### src/rtl/seq_alu.sv
// seq_alu: registered ALU with valid/ready request and result handshakes.
// Single-cycle ops produce their result on the accept edge. Multiply is a
// shift-add loop that retires one multiplier bit per cycle over WIDTH cycles.
module seq_alu #(
    parameter  int WIDTH   = 8,
    localparam int SHIFT_W = $clog2(WIDTH)
) (
    input  logic             clk_in,
    input  logic             rst_in,
    input  logic             flush_in,
    input  logic             req_valid_in,
    output logic             req_ready_out,
    input  logic [2:0]       unit_sel_in,
    input  logic             op_sel_in,
    input  logic [WIDTH-1:0] acc_in,
    input  logic [WIDTH-1:0] src_in,
    output logic             res_valid_out,
    input  logic             res_ready_in,
    output logic [WIDTH-1:0] alu_res_out,
    output logic [3:0]       flags_out
);

    typedef enum logic [1:0] {IDLE, MUL, DONE} state_t;

    state_t             state_q, state_d;
    logic [WIDTH-1:0]   res_q, res_d;
    logic [3:0]         flags_q, flags_d;
    logic [WIDTH-1:0]   mcand_q, mcand_d;
    logic [WIDTH-1:0]   mplier_q, mplier_d;
    logic [2*WIDTH-1:0] prod_q, prod_d;
    logic [SHIFT_W-1:0] cnt_q, cnt_d;

    logic               accept;
    logic [WIDTH-1:0]   b_eff;
    logic [WIDTH:0]     sum_ext;
    logic [SHIFT_W-1:0] shamt;
    logic [WIDTH-1:0]   sc_res;
    logic               sc_c;
    logic               sc_v;
    logic [2*WIDTH-1:0] addend;
    logic [2*WIDTH-1:0] prod_step;
    logic               mul_last;

    assign accept = req_valid_in & req_ready_out;

    // State and datapath registers; reset clears everything, including a multiply in progress
    always_ff @(posedge clk_in) begin
        if (rst_in) begin
            state_q  <= IDLE;
            res_q    <= '0;
            flags_q  <= '0;
            mcand_q  <= '0;
            mplier_q <= '0;
            prod_q   <= '0;
            cnt_q    <= '0;
        end else begin
            state_q  <= state_d;
            res_q    <= res_d;
            flags_q  <= flags_d;
            mcand_q  <= mcand_d;
            mplier_q <= mplier_d;
            prod_q   <= prod_d;
            cnt_q    <= cnt_d;
        end
    end

    // Single-cycle unit: subtract is acc + ~src + 1 so carry-out means "no borrow"
    always_comb begin
        b_eff   = op_sel_in ? ~src_in : src_in;
        sum_ext = {1'b0, acc_in} + {1'b0, b_eff} + (WIDTH+1)'(op_sel_in);
        shamt   = src_in[SHIFT_W-1:0];
        sc_res  = '0;
        sc_c    = 1'b0;
        sc_v    = 1'b0;
        case (unit_sel_in)
            3'b000: begin
                sc_res = sum_ext[WIDTH-1:0];
                sc_c   = sum_ext[WIDTH];
                sc_v   = (acc_in[WIDTH-1] == b_eff[WIDTH-1]) &&
                         (sum_ext[WIDTH-1] != acc_in[WIDTH-1]);
            end
            3'b001:  sc_res = op_sel_in ? ~(acc_in & src_in) : (acc_in & src_in);
            3'b010:  sc_res = op_sel_in ? (acc_in >> shamt) : (acc_in << shamt);
            3'b011:  sc_res = src_in;
            3'b100:  sc_res = acc_in | src_in;
            3'b101:  sc_res = acc_in ^ src_in;
            3'b111:  sc_res = acc_in;
            default: sc_res = '0;
        endcase
    end

    // One shift-add step of the multiply, selected by the current multiplier bit
    always_comb begin
        addend    = mplier_q[cnt_q] ? ({{WIDTH{1'b0}}, mcand_q} << cnt_q) : '0;
        prod_step = prod_q + addend;
        mul_last  = (cnt_q == SHIFT_W'(WIDTH - 1));
    end

    // Next-state logic; flush always returns to IDLE and overrides both handshakes
    always_comb begin
        state_d = state_q;
        case (state_q)
            IDLE: if (accept) state_d = (unit_sel_in == 3'b110) ? MUL : DONE;
            MUL:  if (mul_last) state_d = DONE;
            DONE: if (res_ready_in) state_d = IDLE;
            default: state_d = IDLE;
        endcase
        if (flush_in) state_d = IDLE;
    end

    // Datapath updates: capture on accept, iterate while multiplying, otherwise hold
    always_comb begin
        res_d    = res_q;
        flags_d  = flags_q;
        mcand_d  = mcand_q;
        mplier_d = mplier_q;
        prod_d   = prod_q;
        cnt_d    = cnt_q;
        if (state_q == IDLE && accept) begin
            if (unit_sel_in == 3'b110) begin
                mcand_d  = acc_in;
                mplier_d = src_in;
                prod_d   = '0;
                cnt_d    = '0;
            end else begin
                res_d   = sc_res;
                flags_d = {sc_res[WIDTH-1], (sc_res == '0), sc_c, sc_v};
            end
        end else if (state_q == MUL && !flush_in) begin
            prod_d = prod_step;
            cnt_d  = cnt_q + SHIFT_W'(1);
            if (mul_last) begin
                cnt_d   = '0;
                res_d   = prod_step[WIDTH-1:0];
                flags_d = {prod_step[WIDTH-1], (prod_step[WIDTH-1:0] == '0),
                           (prod_step[2*WIDTH-1:WIDTH] != '0), 1'b0};
            end
        end
    end

    // Handshake and result outputs
    always_comb begin
        req_ready_out = (state_q == IDLE) && !flush_in && !rst_in;
        res_valid_out = (state_q == DONE);
        alu_res_out   = res_q;
        flags_out     = flags_q;
    end

endmodule

### config.mk
export PLATFORM = sky130hd
export DESIGN_NAME = seq_alu
export DESIGN_NICKNAME = d
export VERILOG_FILES = /design/src/rtl/seq_alu.sv
export SDC_FILE = /design/constraint.sdc
export NUM_CORES = 1
export LEC_CHECK = 0
export ABC_AREA = 1
export BUFFER_PORTS_ARGS = -buffer_cell sky130_fd_sc_hd__buf_4
export CAP_MARGIN = 10
export CORE_ASPECT_RATIO = 1.1
export CORE_MARGIN = 3
export CORE_UTILIZATION = 56
export DETAILED_ROUTE_END_ITERATION = 7
export PLACE_DENSITY = 0.79
export SYNTH_ARGS = -nofsm -noshare
export SYNTH_HDL_FRONTEND = slang
export SYNTH_SLANG_ARGS = --single-unit
export TNS_END_PERCENT = 10
### constraint.sdc
create_clock -name clk_in -period 2.8 [get_ports clk_in]
set_input_delay 0.56 -clock clk_in [delete_from_list [all_inputs] [get_ports clk_in]]
set_output_delay 0.56 -clock clk_in [all_outputs]
set_load 0.005 [all_outputs]
== Yosys cells after proc, flatten, opt, wreduce, memory -nomap -nowiden ==
Index checks and enable logic that the tools add are counted.
W data, S select, Z words.

* Input bits: 25
* Logic and storage cells: 86
* Output and inout bits: 14
* Bits in registers: 49

* Bitwise operators: 6
* Equality and inequality tests: 17
* Shifts and indexed selects: 3
* Reductions and logical operators: 19
* Multiplexer cells: 29
* Magnitude comparators: 1
* Add/sub/neg operators: 4

{| class="wikitable"
|+ Operators by type and width
! cell !! count
|-
| $mux W16 || 4
|-
| $mux W8 || 7
|-
| $pmux W8 S7 || 1
|-
| $add A16 B16 Y16 || 1
|-
| $logic_not A8 Y1 || 2
|-
| $mux W4 || 4
|-
| $not A8 Y8 || 2
|-
| $shl A8 B3 Y16 || 1
|-
| $eq A3 B3 Y1 const B || 5
|-
| $mux W3 || 4
|-
| $add A8 B8 Y9 || 1
|-
| $add A9 B1 Y9 || 1
|-
| $and A8 B8 Y8 || 1
|-
| $mux W2 || 4
|-
| $ne A2 B2 Y1 const B || 4
|-
| $or A8 B8 Y8 || 1
|-
| $reduce_bool A8 Y1 || 1
|-
| $shl A8 B3 Y8 || 1
|-
| $shr A8 B3 Y8 || 1
|-
| $xor A8 B8 Y8 || 1
|-
| $eq A3 B2 Y1 const B || 2
|-
| $pmux W2 S3 || 1
|-
| $reduce_and A3 Y1 || 2
|-
| $logic_and A1 B1 Y1 || 5
|-
| other kinds (17) || 22
|}

== Depth between registers and ports, before layout ==
* Word-level depth: 9
* Gate-level depth with buffers: 23
* Depth with buffers taken out: 22

== Worst setup path before layout ==
No wires, ideal clock.

* Kind: register to register
* Start: register cnt_q[0]
* End: register flags_q[1] (netlist: flags_out[1])
* Data required time: 2.668 ns
* Library setup time: 0.132 ns
* Data arrival time: 2.564 ns
* Slack: 0.104 ns
* Clock period less this slack: 2.696 ns
* Path buffers: 1
* Stages on the path, launching flop included: 21
* Path through: dfxtp_1 buf_2 clkinv_1 o21ai_0 o22ai_1 nand2_1 nor3_1 ha_1 fa_1 nand3_1 nand3_1 nand2_1 nand2_1 nand2_1 nand3_1 nand2_1 nand2_1 nor2_1 nand3_1 nand2_1 a21oi_1

* Word-level cells in the longest chain between the ends: 8
* Elaborated cells on any way between the ends: 12
* Those cells by class: add/sub (1); eq/ne (1); shift (1); mux (6); reduce/logical (3)

{| class="wikitable"
|+ RTL lines
! element !! RTL line !! text
|-
| from (decl) || 31 || <nowiki>logic [SHIFT_W-1:0] cnt_q, cnt_d;</nowiki>
|-
| from (signal assigned) || 63 || <nowiki>cnt_q <= cnt_d;</nowiki>
|-
| $bmux W1 S3 || 94 || <nowiki>addend = mplier_q[cnt_q] ? ({{WIDTH{1'b0}}, mcand_q} << cnt_q) : '0;</nowiki>
|-
| $mux W1 (implied by the code) || 94 ||
|-
| $mux W16 || 94 ||
|-
| $add A16 B16 Y16 || 95 || <nowiki>prod_step = prod_q + addend;</nowiki>
|-
| $reduce_bool A8 Y1 || 136 || <nowiki>(prod_step[2*WIDTH-1:WIDTH] != '0), 1'b0};</nowiki>
|-
| $mux W4 || 132 || <nowiki>if (mul_last) begin</nowiki>
|-
| $mux W4 || 129 || <nowiki>end else if (state_q == MUL && !flush_in) begin</nowiki>
|-
| $mux W4 || 119 || <nowiki>if (state_q == IDLE && accept) begin</nowiki>
|-
| to (signal assigned) || 59 || <nowiki>flags_q <= flags_d;</nowiki>
|-
| to (decl) || 27 || <nowiki>logic [3:0] flags_q, flags_d;</nowiki>
|}

Several ways; a longest one is shown, not always the timed one. The select of a mux whose other input is x is not followed.
A chain may end at the register's enable or synchronous reset.

== Worst setup path after layout ==
* Start: register cnt_q[1]
* End: register flags_q[1] (netlist: flags_out[1])

Same word-level chain as after synthesis.

==> flow_summary.yaml <==
timing:
  min_period_over_period_pct: 99.7
  slew_headroom_pct: 56.4
  rsz0062_at_grt: "true"
  fin_setup_tns_ps: 0
  min_period_ps: 2790
  hold_slack_ps: 475
  finClkSkew_ps: 23.4
  worst_pin_slew_ps: 654
  final_hold_viol_count: 0
  slew_viol_final: 0
  fmax_mhz: 358
  setup_viol: 0
synth:
  synthCells: 818
  ys.flop_type: "dfxtp_1"
  synth_common_cells: "nand2_1 (234), inv_1 (91), nand3_1 (85), nor2_1 (76), a21oi_1 (65)"
  ys_async_sr_fraction_pct: 0
  synth-seq-cells: 48
  synth_area_leader_cell: "dfxtp_1"
  mappedNetlistArea_um2: 4830
  yosysMostFrequentCell: "nand2_1"
  syn-num-nets: 886
  ys_seq_area_share_pct: 19.9
  synth_cell_type_count: 38
  synth_edf_count: 0
  synth_warnings: 0
  synth_top_area_share_pct: 19.9
  ys_top_cells_by_area: "dfxtp_1 (20%), nand2_1 (18%), ha_1 (11%)"
  syn_area_per_cell_um2: 5.91
setup_path:
  critical_path.endpoint: "flags_out[1]"
  critPathMostFrequentCell: "nand2_1"
  crit_chain: "buf_4 -> o21ai_0 -> o22ai_1 -> nand2_1 -> buf_4 -> nor2_1 -> ha_1 -> nand2_1 -> inv_1 -> nand2_1 -> nand2_1 -> a21oi_2 -> nand3_2 -> nand2_1 -> nand2_1 -> nor2_1 -> nand3_1 -> nand2_1 -> a21oi_1"
  worst-r2r-cell-count: 19
  cp.required_ps: 2990
  regToRegEndpoint: "flags_out[1]"
  path_max_fanout: 7
  slowest_stage: "dfxtp_1"
  criticalPathCategory: "reg -> reg"
  critPathMaxStageDelay_ps: 380
  start_kind: "flop"
  r2r_slack_ps: 8
  r2r_start: "cnt_q[1]"
  worst_ep_arrival_time_ps: 2990
  crit_start: "cnt_q[1]"
  cp-end-kind: "flop"
cts:
  cts_buffer_depth: 2
  tritoncts: "built"
  cts_sinks: 48
  clk_pin_slew_worst_paths_ps: 90
  clk_latency_ps: 320
  cts_root_buf: "clkbuf_8"
  cts_hold_buf: 0
  cts_made_buffers: 5
  h-tree-depth: 2
power_and_ir_drop:
  power_w: 0.00168
  p_sw_w: 0.000541
  swShare_pct: 32.2
  pwr-share-clk_pct: 33.5
  power_density_nw_per_um2: 301
  combPwrFrac_pct: 24.8
  vdd_drop_max_v: 0.000197
  seqPwrFrac_pct: 41.7
  p_int_w: 0.00114
  leakage_nw: 2.84
cells_and_area:
  drive_above_1_share_pct: 13.5
  finish.utilization_pct: 68.1
  num-fill-cells: 775
  areaGrowthSynthToFinish_pct: 15.2
  regArea_um2: 965
  nets: 929
  multiInputGateArea_um2: 3480
  finalNonFillerCells: 970
  antenna_cells: 0
die:
  core_um2: 8170
  rows: 34
  dieArea_um2: 9780
  start_util_pct: 59.1
  ioPinCount: 39
  die_x_um: 94.6
  die_y_um: 103
placement:
  portBuffers: 38
  place.gp.congestion: 0.987
  dp_hpwl_um: 11400
  dp.cells: 957
route:
  drtAntennaViolNets: 0
  dr.first_iter.drc_count: 363
  vias: 5566
  dr.pass1.iters: 5
  avgViaCountPerCell: 5.74
  wl_um: 14600
  wl_per_cell_um: 15.1
  drc: 0
min_path:
  hold_path_class: "reg -> reg"
global_route:
  grt_util_all_layers_pct: 30.2
  grt_pass1_vias: 4875
  grt-ovfl-total: 0
  antenna_found_initial: 0
  grt_pass1_wl_um: 23600
  grt_max_degree: 34
run_status:
  status: "complete, no violations"
flow_run:
  cap_violations: 0
power groups by stage:
| stage | Clock [W] | Sequential (W) | Combinational [W] |
|---|---|---|---|
| final | 0.000562 | 0.000699 | 0.000416 |
| after global routing | 0.000585 | 0.000700 | 0.000462 |
| after CTS | 0.000557 | 0.000698 | 0.000405 |
| after detailed placement | 0 | 0.000715 | 0.000402 |
| after global placement | 0 | 0.000714 | 0.000395 |
| after floorplan | 0 | 0.000714 | 0.000271 |
layout by cell type (no fill, tap or decap), drive strengths merged:
cell,count
clkbuf,6
nor3b,1
fa,2
bufinv,1
inv,101
and2,3
a31oi,5
buf,61
mux2i,2
and3,1
nand4,9
o211ai,4
nand3,85
xor2,13
nor2,80
or2,4
nand2,235
nand3b,4
dfxtp,48
o221ai,1
a22oi,2
nor3,13
o21ai,57
a21oi,65
ha,41
xnor2,8
o22ai,5
clkinv,4
a21boi,1
per-stage QoR:
step	setup WS [ps]	instance area, um2
6_report	8.49	5560
3_5_place_dp	-163	5260
4_1_cts	1.41	5420
3_3_place_gp	-122	5260
2_1_floorplan	104	4830
5_1_grt	-207	5560
registers in the layout (all words and copies together), names as in the netlist:
signal	flops
cnt_q	3
mplier_q	8
state_q	2
flags_out	3
alu_res_out	8
mcand_q	8
prod_q	16
cell families (layout without fill, tap and decap cells):
| kind of cell | count (synthesis) | count (layout) | share of synthesized area (%) |
|---|---|---|---|
| AOI/OAI and AO/OA | 140 | 140 | 15.4 |
| adders and majority gates | 43 | 43 | 11.4 |
| xor gates and xnor gates | 21 | 21 | 3.81 |
| buffers and inverters | 129 | 173 | 10.6 |
| DFF | 48 | 48 | 19.9 |
| muxes | 2 | 2 | 0.414 |
| and+or+nand+nor | 435 | 435 | 38.4 |
metal layers:
layer / up-vias / GRT usage [%] / share of wire, %
li1: 2754 / - / -
met1: 2499 / 41.0 / 42
met2: 272 / 50.9 / 47
met3: 41 / 3.26 / 8.1
met4: 0 / 8.77 / 2.9
met5: - / 0 / 0
layout make-up:
type	count	share of cell area, %
well taps	108	2.43
flip-flops and latches	48	17.3
multi-input cells	641	62.6
clock buffers	6	1.48
clock inverters	2	0.697
inverters	104	7.04
repair buffers	61	8.46
critical path: cells and delay by family (launching register included):
| kind | cells | cell delay [ps] |
|---|---|---|
| and+or+nand+nor | 11 | 1110 |
| adders and majority gates | 1 | 330 |
| AOI/OAI and AO/OA | 4 | 470 |
| DFF | 1 | 380 |
| buffers and inverters | 3 | 400 |
worst min path at each step:
stage,startpoint,to,cells after the start
6_report,flags_out[1],flags_out[1],2
5_1_grt,flags_out[1],flags_out[1],2
4_1_cts,flags_out[1],flags_out[1],2
3_5_place_dp,flags_out[1],flags_out[1],2
3_3_place_gp,prod_q[12],prod_q[12],2
2_1_floorplan,prod_q[0],prod_q[0],2
timing repair:
action	CTS	global route
pin swaps	0	7
endpoints found under the setup margin	2	12
buffers inserted	0	5
gates resized for setup	10	28
Power figures use the tool's default switching activity.
